File: config.mk
export PLATFORM = sky130hd
export DESIGN_NAME = button_debouncer
export DESIGN_NICKNAME = d
export VERILOG_FILES = /design/src/rtl/button_debouncer.sv
export SDC_FILE = /design/constraint.sdc
export NUM_CORES = 1
export LEC_CHECK = 0
export ABC_AREA = 1
export ABC_CLOCK_PERIOD_IN_PS = 5200
export CORE_MARGIN = 2
export CORE_UTILIZATION = 65
export DETAILED_ROUTE_END_ITERATION = 10
export PLACE_DENSITY_LB_ADDON = 0.08
export SKIP_LAST_GASP = 1
export SYNTH_ARGS = -nofsm -noshare
export SYNTH_HDL_FRONTEND = slang
export SYNTH_SLANG_ARGS = --single-unit
export TNS_END_PERCENT = 5
File: constraint.sdc
create_clock -name clock -period 5.2 [get_ports clock]
set_input_delay 1.04 -clock clock [delete_from_list [all_inputs] [get_ports clock]]
set_output_delay 1.04 -clock clock [all_outputs]
set_load 0.005 [all_outputs]
File: src/rtl/button_debouncer.sv
// Pushbutton conditioner: two-flop synchronizer plus stable-count debounce FSM.
// Produces a clean pressed level and one-cycle press/release pulses.
module button_debouncer #(
    parameter int unsigned STABLE_CYCLES = 1000000,
    parameter bit          ACTIVE_LOW    = 1'b1
) (
    input  logic clock,
    input  logic reset,
    input  logic pin_button,
    output logic level,
    output logic pressed,
    output logic released
);

    // Pin value when the button is not pressed.
    localparam logic IDLE_PIN = ACTIVE_LOW;

    // Zero and one both mean "accept on the first qualifying edge".
    localparam bit FAST = (STABLE_CYCLES <= 32'd1);

    // Count value at which the next qualifying edge is the accepting one.
    localparam logic [31:0] LAST = FAST ? 32'd0 : 32'(STABLE_CYCLES - 32'd1);

    typedef enum logic [1:0] {
        RELEASED,
        PRESS_WAIT,
        HELD,
        RELEASE_WAIT
    } state_t;

    state_t      state;
    logic [31:0] count;
    logic        sync1;
    logic        sync2;
    logic        asserted;

    // Bring the asynchronous pin into the clock domain.
    always_ff @(posedge clock) begin
        if (reset) begin
            sync1 <= IDLE_PIN;
            sync2 <= IDLE_PIN;
        end else begin
            sync1 <= pin_button;
            sync2 <= sync1;
        end
    end

    assign asserted = ACTIVE_LOW ? ~sync2 : sync2;

    // Debounce FSM; level and pulses are registered alongside the state.
    always_ff @(posedge clock) begin
        if (reset) begin
            state    <= RELEASED;
            count    <= 32'd0;
            level    <= 1'b0;
            pressed  <= 1'b0;
            released <= 1'b0;
        end else begin
            pressed  <= 1'b0;
            released <= 1'b0;
            unique case (state)
                RELEASED: begin
                    if (asserted) begin
                        if (FAST) begin
                            state   <= HELD;
                            count   <= 32'd0;
                            level   <= 1'b1;
                            pressed <= 1'b1;
                        end else begin
                            state <= PRESS_WAIT;
                            count <= 32'd1;
                        end
                    end
                end
                PRESS_WAIT: begin
                    if (!asserted) begin
                        state <= RELEASED;
                        count <= 32'd0;
                    end else if (count >= LAST) begin
                        state   <= HELD;
                        count   <= 32'd0;
                        level   <= 1'b1;
                        pressed <= 1'b1;
                    end else begin
                        count <= count + 32'd1;
                    end
                end
                HELD: begin
                    if (!asserted) begin
                        if (FAST) begin
                            state    <= RELEASED;
                            count    <= 32'd0;
                            level    <= 1'b0;
                            released <= 1'b1;
                        end else begin
                            state <= RELEASE_WAIT;
                            count <= 32'd1;
                        end
                    end
                end
                RELEASE_WAIT: begin
                    if (asserted) begin
                        state <= HELD;
                        count <= 32'd0;
                    end else if (count >= LAST) begin
                        state    <= RELEASED;
                        count    <= 32'd0;
                        level    <= 1'b0;
                        released <= 1'b1;
                    end else begin
                        count <= count + 32'd1;
                    end
                end
            endcase
        end
    end

endmodule

==> flow_summary.ini <==
[drt]
highest_layer = met4
routed-wl-met3_um = 137
viasPerCell = 5.20
m1WireLength_um = 1810
routed_wl_um = 3610
dr.pass1.iters = 4
drtAntennaViolNets = 0
routed-wl-met2_um = 1610
vias = 1664
drc = 0
wire_per_inst_um = 11.3
drtIter0Drc = 89

[synth]
synth_seq_cells = 39
async_reset_ff_share_pct = 0
synth_edf_count = 0
ys_top_cells_by_area = dfxtp_1, nand2_1, nor2_1
synthesis.nets = 285
ys_types = 24
synth_most_common_cell = nand2_1
yosysTopAreaCell = dfxtp_1
synthTopCellsByCount = nand2_1, nor2_1, dfxtp_1, inv_1, nand2_2
syn_inst = 281
synth-main-ff-cell = dfxtp_1
syn_avg_cell_area_sq_um = 7.00
yosysTopAreaCellShare_pct = 39.7
yosys_warnings = 0
syn_area_sq_mm = 0.00197
seq_area_frac_synth_pct = 39.7

[power]
p_clk_share_pct = 30.0
p_sw_w = 0.000141
p_int_w = 0.000367
power_frac_comb_pct = 9.1
ir_drop_mv = 0.224
seq_power_share_pct = 60.9
leakage_nw = 0.773
power_density_mw_per_mm2 = 244
switching_share_pct = 27.7

[finish]
antenna_cells = 0
final.fill_count = 234
drive_gt1_share_pct = 14.2
num-nets-final = 292
multi_input_area_sq_mm = 0.00101
seq_area_sq_um = 781
area_growth_pct = 5.60
postLayoutCellArea_sq_mm = 0.00208

[cts]
cts_tree = yes
postCtsHoldBufs = 0
cts_max_level = 2
cts_sinks = 39
clockRootBuffer = clkbuf_4
cts_setup_buffers = 0
cts_buffers = 5
clkSlewWorstSetupHoldPaths_ps = 120
clk_latency_ps = 350
clock_path_buffers = 2
cts_resized = 0

[grt]
grt_first_pass_wirelength_um = 6270
grt_max_degree = 31
grtUsageTotal_pct = 23.8
grt_pass1_vias = 1492
grt_overflow_total = 0
grt_antenna_before_repair = 0

[sta]
hold_ws_ps = 413
relSlewSlack_pct = 60.3
tightest_slew_ps = 593
fmax_ghz = 0.443
rsz0062_at_grt = false
maxSlewViolCount = 0
finalSetupTns_ps = 0
layout_worst_path_cycle_share_pct = 43.4
report.final.hold_viol_count = 0
min_period_ps = 2260
finClkSkew_ps = 12.3
finalSetupViolCount = 0

[placed_design]
postPlaceCellArea_sq_mm = 0.00202
routabilityCongestion = 0.874
hpwlAfterDp_um = 2630
io_buffers = 5

[run_status]
outcome = completed

[critical_path]
crit_type = flop to output port
cp.required_ps = 4160
crit_buf_inv = 1
cp.arrival_ps = 1220
reg2reg_depth = 5
max_stage_delay_ps = 500
start_kind = flop
cpMaxStageDelayCell = clkdlybuf4s50_1
crit_fanout = 2
cp_top_family = buffers and inverters
crit_cells = 1
setup.worst_path.end_class = output port
crit_chain = clkdlybuf4s50_1

[die]
initial_core_util_pct = 70.1
core.rowCount = 19
fp.dieH_um = 59.0
core-area_sq_mm = 0.00281
dieArea_sq_mm = 0.00348
ioPinCount = 6
die_width_um = 59.0

[hold_path]
hold_class = flop to flop
hold_depth = 1

[flow_run]
max-cap-violations = 0
## stage by stage
stage / utilization, % / setup WS, ps / cells / power [W]
after CTS: 74.0 / 2940 / 320 / 0.000511
after floorplan: - / 3310 / 281 / 0.000353
final: 74.0 / 2940 / 320 / 0.000507
after global placement: 72.1 / 2840 / 312 / 0.000361
after global routing: 74.0 / 2900 / 320 / 0.000529
after detailed placement: 72.1 / 2840 / 312 / 0.000362
## cell type report
cell class | instances | share of cell area, %
Clock buffer | 6 | 1.99
Clock inverter | 2 | 0.602
Inverter | 36 | 6.75
Multi-Input combinational cell | 200 | 48.4
Sequential cell | 39 | 37.6
Tap cell | 31 | 1.87
Timing Repair Buffer | 6 | 2.77
## path summary, 6_finish.rpt
| kind | start | to | slack (ps) |
|---|---|---|---|
| worst max-delay path | level | level | 2940 |
| worst min-delay path | sync1 | sync2 | 410 |
| worst max register to register | state[0] | count[11] | 3310 |
| worst min register to register | sync1 | sync2 | 410 |
## cell usage in the layout, fill, tap and decap left out, drive strengths merged, types with 2 or more instances in the layout
cell            n
clkdlybuf4s50   5
clkbuf          6
inv            36
a21oi          19
xor2            7
nand4           8
nand3           7
dfxtp          39
nor2           48
nor3           12
o21ai           3
nand2          87
xnor2           4
or2             2
## kinds of logic (layout without fill, tap and decap cells)
logic type / count (synthesis) / after routing / synth area share [%]
AND/OR/NAND/NOR: 165 / 165 / 37.5
buffers and inverters: 42 / 50 / 9.16
flip-flops: 39 / 39 / 39.7
AO/OA/AOI/OAI: 23 / 23 / 8.08
XOR/XNOR: 11 / 11 / 4.90
adder cells (fa/ha/maj): 1 / 1 / 0.636
## sequential cells by signal (all words and copies together) (netlist names), named ones only
name / flops
state: 1
pressed: 1
released: 1
count: 32
sync2: 1
level: 1
sync1: 1
## power by group through the flow
stage / logic, W / clock network, W / registers [W]
floorplan: 0.0000390 / 0 / 0.000314
global placement: 0.0000454 / 0 / 0.000315
detailed placement: 0.0000461 / 0 / 0.000316
CTS: 0.0000463 / 0.000156 / 0.000309
global route: 0.0000520 / 0.000167 / 0.000310
finish: 0.0000462 / 0.000152 / 0.000309
## per-layer routing
metal | track usage [%] | vias to the layer above
met5 | 0 | -
li1 | - | 883
met1 | 31.2 | 753
met3 | 6.55 | 5
met4 | 8.12 | 0
met2 | 37.9 | 23
Note: power is estimated with default switching activity, not from simulation.
